==> config.mk <==
export PLATFORM = sky130hd
export DESIGN_NAME = branch_hazard_ctrl
export DESIGN_NICKNAME = d
export VERILOG_FILES = /design/src/rtl/branch_hazard_ctrl.sv
export SDC_FILE = /design/constraint.sdc
export NUM_CORES = 1
export LEC_CHECK = 0
export ABC_AREA = 1
export BUFFER_PORTS_ARGS = -buffer_cell sky130_fd_sc_hd__buf_2
export CAP_MARGIN = 20
export CORE_MARGIN = 4
export CORE_UTILIZATION = 35
export DETAILED_ROUTE_END_ITERATION = 16
export GPL_TIMING_DRIVEN = 1
export PLACE_DENSITY = 0.71
export SETUP_SLACK_MARGIN = 0.3
export SKIP_CTS_REPAIR_TIMING = 1
export SLEW_MARGIN = 20
export SYNTH_ARGS = -nofsm -noshare
export SYNTH_HDL_FRONTEND = slang
export SYNTH_SLANG_ARGS = --single-unit
==> constraint.sdc <==
create_clock -name clk -period 2.6 [get_ports clk]
set_input_delay 0.52 -clock clk [delete_from_list [all_inputs] [get_ports clk]]
set_output_delay 0.52 -clock clk [all_outputs]
set_load 0.005 [all_outputs]
==> src/rtl/branch_hazard_ctrl.sv <==
// Branch-lane scoreboard, RAW stall, EX forwarding and timed squash window.
// Optional statistics counters are enabled by defining HAZ_BRANCH_STATS_EN.
module branch_hazard_ctrl #(
    parameter int unsigned NUM_LANES     = 3,
    parameter int unsigned SQUASH_CYCLES = 1,
    parameter int unsigned CNT_W         = 32
) (
    input  logic                    clk,
    input  logic                    rst,
    input  logic [4:0]              dc_rs1,
    input  logic [4:0]              dc_rs2,
    input  logic [4:0]              ex_rs1,
    input  logic [4:0]              ex_rs2,
    input  logic [NUM_LANES-1:0]    iss_valid,
    input  logic [5*NUM_LANES-1:0]  iss_rd,
    input  logic [NUM_LANES-1:0]    res_valid,
    input  logic [5*NUM_LANES-1:0]  res_rd,
    input  logic [32*NUM_LANES-1:0] res_data,
    input  logic                    branch_taken,
    output logic                    stall,
    output logic                    branch_squash,
    output logic                    is_rs1_fwd,
    output logic                    is_rs2_fwd,
    output logic [31:0]             rs1_fwd_data,
    output logic [31:0]             rs2_fwd_data,
    output logic [CNT_W-1:0]        stall_cnt,
    output logic [CNT_W-1:0]        squash_cnt
);

    typedef enum logic {
        S_IDLE,
        S_SQUASH
    } sq_state_e;

    localparam logic [2:0] SQ_RELOAD = 3'(SQUASH_CYCLES - 1);

    sq_state_e             state_q, state_d;
    logic [2:0]            sq_cnt_q, sq_cnt_d;
    logic [31:0]           busy_q, busy_d;
    logic [NUM_LANES-1:0]  iss_qual;
    logic                  dc1_res_hit, dc2_res_hit;
    logic                  hazard_rs1, hazard_rs2;

    assign branch_squash = (state_q == S_SQUASH);

    // Hazard detection and EX forwarding; the first matching lane wins.
    always_comb begin
        dc1_res_hit  = 1'b0;
        dc2_res_hit  = 1'b0;
        is_rs1_fwd   = 1'b0;
        is_rs2_fwd   = 1'b0;
        rs1_fwd_data = '0;
        rs2_fwd_data = '0;
        for (int unsigned i = 0; i < NUM_LANES; i++) begin
            if (res_valid[i]) begin
                if (res_rd[5*i +: 5] == dc_rs1) dc1_res_hit = 1'b1;
                if (res_rd[5*i +: 5] == dc_rs2) dc2_res_hit = 1'b1;
                if (!is_rs1_fwd && ex_rs1 != 5'd0 && res_rd[5*i +: 5] == ex_rs1) begin
                    is_rs1_fwd   = 1'b1;
                    rs1_fwd_data = res_data[32*i +: 32];
                end
                if (!is_rs2_fwd && ex_rs2 != 5'd0 && res_rd[5*i +: 5] == ex_rs2) begin
                    is_rs2_fwd   = 1'b1;
                    rs2_fwd_data = res_data[32*i +: 32];
                end
            end
        end
        hazard_rs1 = (dc_rs1 != 5'd0) && busy_q[dc_rs1] && !dc1_res_hit;
        hazard_rs2 = (dc_rs2 != 5'd0) && busy_q[dc_rs2] && !dc2_res_hit;
        stall      = (hazard_rs1 | hazard_rs2) & ~branch_squash;
    end

    // Clears are applied before sets so a same-cycle issue keeps the register busy.
    always_comb begin
        busy_d   = busy_q;
        iss_qual = '0;
        for (int unsigned i = 0; i < NUM_LANES; i++) begin
            if (res_valid[i]) busy_d[res_rd[5*i +: 5]] = 1'b0;
        end
        for (int unsigned i = 0; i < NUM_LANES; i++) begin
            iss_qual[i] = iss_valid[i] & ~stall & ~branch_squash;
            if (iss_qual[i]) busy_d[iss_rd[5*i +: 5]] = 1'b1;
        end
        busy_d[0] = 1'b0;
    end

    always_comb begin
        state_d  = state_q;
        sq_cnt_d = sq_cnt_q;
        case (state_q)
            S_IDLE: begin
                if (branch_taken) begin
                    state_d  = S_SQUASH;
                    sq_cnt_d = SQ_RELOAD;
                end
            end
            S_SQUASH: begin
                if (branch_taken) begin
                    sq_cnt_d = SQ_RELOAD;
                end else if (sq_cnt_q == 3'd0) begin
                    state_d = S_IDLE;
                end else begin
                    sq_cnt_d = sq_cnt_q - 3'd1;
                end
            end
            default: state_d = S_IDLE;
        endcase
    end

    always_ff @(posedge clk) begin
        if (rst) begin
            state_q  <= S_IDLE;
            sq_cnt_q <= '0;
            busy_q   <= '0;
        end else begin
            state_q  <= state_d;
            sq_cnt_q <= sq_cnt_d;
            busy_q   <= busy_d;
        end
    end

`ifdef HAZ_BRANCH_STATS_EN
    logic [CNT_W-1:0] stall_cnt_q, stall_cnt_d;
    logic [CNT_W-1:0] squash_cnt_q, squash_cnt_d;
    logic             taken_prev_q, taken_prev_d;

    always_comb begin
        stall_cnt_d  = stall_cnt_q;
        squash_cnt_d = squash_cnt_q;
        taken_prev_d = branch_taken;
        if (stall && stall_cnt_q != '1) stall_cnt_d = stall_cnt_q + CNT_W'(1);
        if (branch_taken && !taken_prev_q && squash_cnt_q != '1)
            squash_cnt_d = squash_cnt_q + CNT_W'(1);
    end

    always_ff @(posedge clk) begin
        if (rst) begin
            stall_cnt_q  <= '0;
            squash_cnt_q <= '0;
            taken_prev_q <= 1'b0;
        end else begin
            stall_cnt_q  <= stall_cnt_d;
            squash_cnt_q <= squash_cnt_d;
            taken_prev_q <= taken_prev_d;
        end
    end

    assign stall_cnt  = stall_cnt_q;
    assign squash_cnt = squash_cnt_q;
`else
    assign stall_cnt  = '0;
    assign squash_cnt = '0;
`endif

endmodule

# After elaboration in Yosys (flattened, before gate mapping)
# Index checks and enable logic that the tools add are counted.
# W data, S select, Z words.
[classes] magnitude_cmp=14 mux=66 add_sub_neg=1 bitwise_logic=19 shift=0 n_eq_ne=14 n_mul=0 div_mod_pow=0 n_reduce_logical=32
[ops] op="$mux W32" count=18
[ops] op="$and A32 B32 Y32" count=3
[ops] op="$not A32 Y32" count=3
[ops] op="$or A32 B32 Y32" count=3
[ops] op="$eq A5 B5 Y1" count=12
[ops] op="$lt A5 B6 Y1 const B" count=8
[ops] op="$mux W1" count=35
[ops] op="$demux W1 S5" count=6
[ops] op="$ge A5 B1 Y1 const B" count=6
[ops] op="$logic_and A1 B1 Y1" count=20
[ops] op="$reduce_bool A5 Y1" count=4
[ops] op="$bmux W1 S5" count=2
[ops] op="$mux W3" count=3
[ops] op="$and A1 B1 Y1" count=7
[ops] op="$logic_not A1 Y1" count=6
[ops] op="$pmux W3 S2" count=1
[ops] op="$logic_not A3 Y1" count=1
[ops] op="$ne A3 B3 Y1 const B" count=1
[ops] op="$sub A3 B1 Y3 const B" count=1
[ops] op="$ne A2 B2 Y1 const B" count=1
[ops] op="$not A1 Y1" count=2
[ops] op="$pmux W1 S2" count=1
[ops] op="$reduce_and A2 Y1" count=1
[ops] op="$or A1 B1 Y1" count=1
[word_totals] elab_cells=150 inputBits=155 romBits=0 ram_bits=0 regBits=36 out_inout_bits=132 n_memories=0 latch_bits=0

# Depth between registers and ports, before layout
[depth] ltp_word=19 mapped_depth=18 depth_no_buf=17

# Worst setup path before layout
# Ideal clock, no wire load.
[synth_timing] path_kind="input to output" from="in res_rd[0]" to="out rs1_fwd_data[11]" path_slack_ns=0.112 t_arrival_ns=1.968 path_buffers=2 stages=11 required_ns=2.080 cell_sequence="buf_2 > xor2_1 > nor3_2 > nand4_1 > nor2_4 > nor2_4 > inv_2 > buf_4 > o211ai_2 > o21ai_1 > inv_1"
[synth_between] elab_chain_cells=14 elab_cells_between_ends=18 cone_classes="eq/ne: 1; mux: 10; reduce/logical: 7"
[synth_rtl] item="start: declaration" line="17" source="input logic [5*NUM_LANES-1:0] res_rd,"
[synth_rtl] item="$eq A5 B5 Y1 (*)" line="58" source="if (!is_rs1_fwd && ex_rs1 != 5'd0 && res_rd[5*i +: 5] == ex_rs1) begin"
[synth_rtl] item="$logic_and A1 B1 Y1 (*)" line="58"
[synth_rtl] item="$mux W1" line="58"
[synth_rtl] item="$mux W1" line="55" source="if (res_valid[i]) begin"
[synth_rtl] item="$logic_not A1 Y1" line="58"
[synth_rtl] item="$logic_and A1 B1 Y1 (2 in series)" line="58"
[synth_rtl] item="$mux W1" line="58"
[synth_rtl] item="$mux W1" line="55"
[synth_rtl] item="$logic_not A1 Y1" line="58"
[synth_rtl] item="$logic_and A1 B1 Y1 (2 in series)" line="58"
[synth_rtl] item="$mux W32" line="58"
[synth_rtl] item="$mux W32 (*)" line="55"
[synth_rtl] item="end: declaration" line="24" source="output logic [31:0] rs1_fwd_data,"
# Mark *: on every way between the ends. The rest lies on a longest branch, timed or not.

# Worst setup path after layout
[layout_timing] from="in ex_rs1[0]" to="out rs1_fwd_data[26]"
[layout_between] elab_chain_cells=14 elab_cells_between_ends=21 cone_classes="eq/ne: 3; mux: 10; reduce/logical: 8"
[layout_rtl] item="start: declaration" line="12" source="input logic [4:0] ex_rs1,"
[layout_rtl] item="$eq A5 B5 Y1 / $reduce_bool A5 Y1 (equally long branches)" line="58"
[layout_rtl] item="$logic_and A1 B1 Y1" line="58"
[layout_rtl] item="$mux W1" line="58"
[layout_rtl] item="$mux W1" line="55"
[layout_rtl] item="$logic_not A1 Y1" line="58"
[layout_rtl] item="$logic_and A1 B1 Y1 (2 in series)" line="58"
[layout_rtl] item="$mux W1" line="58"
[layout_rtl] item="$mux W1" line="55"
[layout_rtl] item="$logic_not A1 Y1" line="58"
[layout_rtl] item="$logic_and A1 B1 Y1 (2 in series)" line="58"
[layout_rtl] item="$mux W32" line="58"
[layout_rtl] item="$mux W32 (*)" line="55"
# Marks and branches as above.

==> impl_results.rst <==
.. list-table::
   :header-rows: 1

   * - Metric
     - Value
   * - Outcome
     - complete, but fails checks
   * - Violated checks
     - setup timing
   * - Placeable core region
     - approximately 20,000 um^2
   * - DP Area
     - between 8000 and 9000 um^2
   * - Type of the worst setup path
     - input port to output pin
   * - Number of non-filler instances in the completed layout
     - about 1.8k
   * - Most common library cell in the layout ignoring fill and taps
     - sky130_fd_sc_hd__nand2_1
   * - LEAKAGE
     - 5.38 nW
   * - Antenna violations before repair
     - 1
   * - Via density
     - about 5.3
   * - Initial standard-cell utilization of the core
     - 0.358
   * - Number of global-route vias before repair
     - roughly 8.7k
   * - Sw Pwr
     - about 940 uW
   * - Rows
     - 51
   * - Internal
     - between 1 and 1.5 mW
   * - Number of ports placed on the die boundary
     - around 290
   * - Crit path time final
     - 2.85 ns
   * - TritonCTS clock tree
     - built
   * - DP Wirelength
     - approximately 27,000 um
   * - Combinational cell fraction of total power
     - 0.518
   * - Die span in x
     - 150 um
   * - Inserted Clock Buffers
     - 5
   * - Setup repair after global routing missed its margin
     - yes
   * - Final GP Congestion
     - roughly 1.0
   * - Vertical die dimension
     - about 150 um
   * - Largest net degree at the start of global routing
     - 34
   * - Post-detailed-route wirelength per cell
     - around 19 um
   * - Sequential cell area fraction in the yosys report
     - 0.0995
   * - Fraction of power consumed by the clock network
     - 0.243
   * - Ratio of cells with drive above 1 in the final layout
     - 0.317
   * - Final critical-path share of the clock period
     - 1.10
   * - Num Clock Sinks
     - 35
   * - Hold/Removal Path Class
     - input port to register
   * - Peak VDD IR
     - 0.393 mV
   * - Cell accounting for the most synthesized area
     - sky130_fd_sc_hd__nand2_1
   * - Total of warnings raised by yosys
     - 0
   * - Largest cells by area after synthesis
     - sky130_fd_sc_hd__nand2_1, sky130_fd_sc_hd__inv_1, sky130_fd_sc_hd__dfxtp_1, sky130_fd_sc_hd__buf_4, sky130_fd_sc_hd__nand3_1
   * - Fraction of power spent switching nets
     - 0.405
   * - Synthesized flop and latch total
     - 35
   * - GRT overflow
     - 0
   * - Max-slew violation total from the final report
     - 0
   * - Power, Total
     - about 2.3 mW
   * - Transition time of the tightest slew-check pin
     - 0.645 ns
   * - Post-route antenna net violation count
     - 0
   * - Clock Skews
     - approximately 0.0075 ns
   * - Most frequent cells in the layout
     - sky130_fd_sc_hd__nand2_1, sky130_fd_sc_hd__buf_2, sky130_fd_sc_hd__inv_1, sky130_fd_sc_hd__nor2_1, sky130_fd_sc_hd__nand3_1
   * - Mapped Area
     - 7040 um^2
   * - Sequential Power Share
     - 0.239
   * - Portion of synthesized cell area occupied by the leading cell type
     - 0.143
   * - Number of levels in the clock H-tree
     - 2
   * - Area growth syn-to-layout
     - 40.3%
   * - Via count
     - 9,731
   * - # Max-Cap Violations
     - 0
   * - Number of unique standard cell types used by synthesis
     - between 40 and 50
   * - Avg Synthesized Cell Area
     - 5.57 um^2
   * - Setup violators final
     - 63
   * - Total die area
     - between 20,000 and 25,000 um^2
   * - DRC violations left
     - 0
   * - Critical path fanouts, max
     - 5
   * - Final wirelength
     - 34,400 um
   * - Instance count of the mapped netlist
     - 1,265
   * - Number of optimization iterations in the first detailed-route pass
     - 6
   * - Number of nets in the layout
     - 1,719
   * - Final setup slack of the worst path
     - -0.247 ns
   * - Max Buffers Root-to-Sink
     - 2
   * - Slew margin rel.
     - 0.568
   * - Crit path launch type
     - input port
   * - Number of inserted filler cells in the final layout
     - between 2k and 2.5k
   * - PD cells
     - about 230 nW/um^2
   * - Highest clock rate
     - 0.351 GHz
   * - Finished layout cell area
     - 9880 um^2
   * - Clk Latency, worst-skew pair
     - about 0.28 ns
   * - Endpoint class of the critical path
     - output pin
   * - Arrival time reported for the critical path endpoint
     - about 2.3 ns
   * - IO buf count
     - approximately 220
   * - Buffer cell driving the clock tree root
     - sky130_fd_sc_hd__clkbuf_16
   * - Data required time of the critical path
     - about 2.1 ns
   * - Placed Cells
     - ~1.8k
   * - Clock transition at the register clock pins on the worst setup and hold paths after CTS
     - 0.06 ns
   * - Wire length of the first global-routing pass
     - a little under 50,000 um
   * - DR iter-0 viols
     - slightly above 800
   * - Total GRT Usage
     - 0.273
   * - Number of failing hold endpoints at the final stage
     - 0
[cells in the mapped netlist, drive strengths merged]
library cell / n
a21boi: 1
a21oi: 91
a22oi: 21
a31oi: 1
buf: 114
clkbuf: 11
clkinv: 2
conb: 1
dfxtp: 35
ha: 2
inv: 208
nand2: 271
nand3: 103
nand3b: 1
nand4: 42
nor2: 134
nor3: 36
nor3b: 1
nor4: 4
o2111ai: 4
o211ai: 65
o21a: 1
o21ai: 81
o22ai: 8
o311ai: 2
or2: 2
xnor2: 10
xor2: 13
[per-stage QoR]
stage	util	hold slack (ns)	setup TNS, ns	worst slack [ns]
global route	0.503	0.506	-14.48	-0.337
finish	0.503	0.466	-8.36	-0.247
CTS	0.448	0.466	-7.21	-0.238
global placement	0.440	0.470	-4.98	-0.203
detailed placement	0.440	0.478	-7.07	-0.225
floorplan	-	0.449	0	0.163
[kinds of logic after synthesis]
logic type	Yosys count	synth area share
and+or+nand+nor	594	0.376
adders and majority gates	2	0.00355
AOI/OAI and AO/OA	275	0.252
xor gates and xnor gates	23	0.0286
buffers and inverters	335	0.239
other	1	0.000533
DFF	35	0.0995
[final timing paths]
check / startpoint / endpoint / slack (ns) / depth (start not counted)
max: ex_rs1[0] / rs1_fwd_data[26] / -0.25 / 13
min: branch_taken / branch_squash$_SDFF_PP0_ / 0.47 / 3
max reg2reg: busy_q[18]$_SDFF_PP0_ / busy_q[10]$_SDFF_PP0_ / 0.39 / 17
min reg2reg: sq_cnt_q[0]$_SDFFE_PP0P_ / sq_cnt_q[0]$_SDFFE_PP0P_ / 0.49 / 2
[power groups by stage]
stage | sequential, mW | combinational (mW) | clock (mW)
3_3_place_gp | 0.566 | 1.01 | 0
2_1_floorplan | 0.562 | 0.658 | 0
4_1_cts | 0.555 | 1.02 | 0.572
3_5_place_dp | 0.566 | 1.01 | 0
5_1_grt | 0.556 | 1.30 | 0.592
6_report | 0.555 | 1.20 | 0.563
[critical path, stage by stage]
cell,delay [ns]
sky130_fd_sc_hd__buf_2,0.15
sky130_fd_sc_hd__xor2_1,0.16
sky130_fd_sc_hd__nor3_2,0.14
sky130_fd_sc_hd__nand4_1,0.17
sky130_fd_sc_hd__nor2_4,0.19
sky130_fd_sc_hd__nor2_4,0.07
sky130_fd_sc_hd__nor2_4,0.14
sky130_fd_sc_hd__nand2_4,0.13
sky130_fd_sc_hd__buf_6,0.17
sky130_fd_sc_hd__clkbuf_16,0.15
sky130_fd_sc_hd__o21ai_2,0.15
sky130_fd_sc_hd__inv_1,0.05
sky130_fd_sc_hd__buf_2,0.12
[area by class of cell]
type / count / area (um^2) / share of cell area
Timing Repair Buffer: 351 / 2590 / 0.262
Sequential cell: 35 / 701 / 0.0709
Clock buffer: 6 / 129 / 0.0130
Multi-Input combinational cell: 959 / 5270 / 0.533
Antenna cell: 2 / 5.00 / 0.000506
Tap cell: 265 / 332 / 0.0336
Clock inverter: 2 / 12.5 / 0.00127
Inverter: 210 / 841 / 0.0851
[state kept, by name, summed over array words and instances, names as in the netlist]
register	flops
sq_cnt_q	3
branch_squash	1
busy_q	31
[per-layer routing]
layer	up-vias	wire length (um)	track usage
met4	0	1830	0.130
li1	4652	-	-
met1	4435	12900	0.331
met2	528	16900	0.477
met5	-	0	0
met3	116	2790	0.0315
Power figures use the tool's default switching activity.
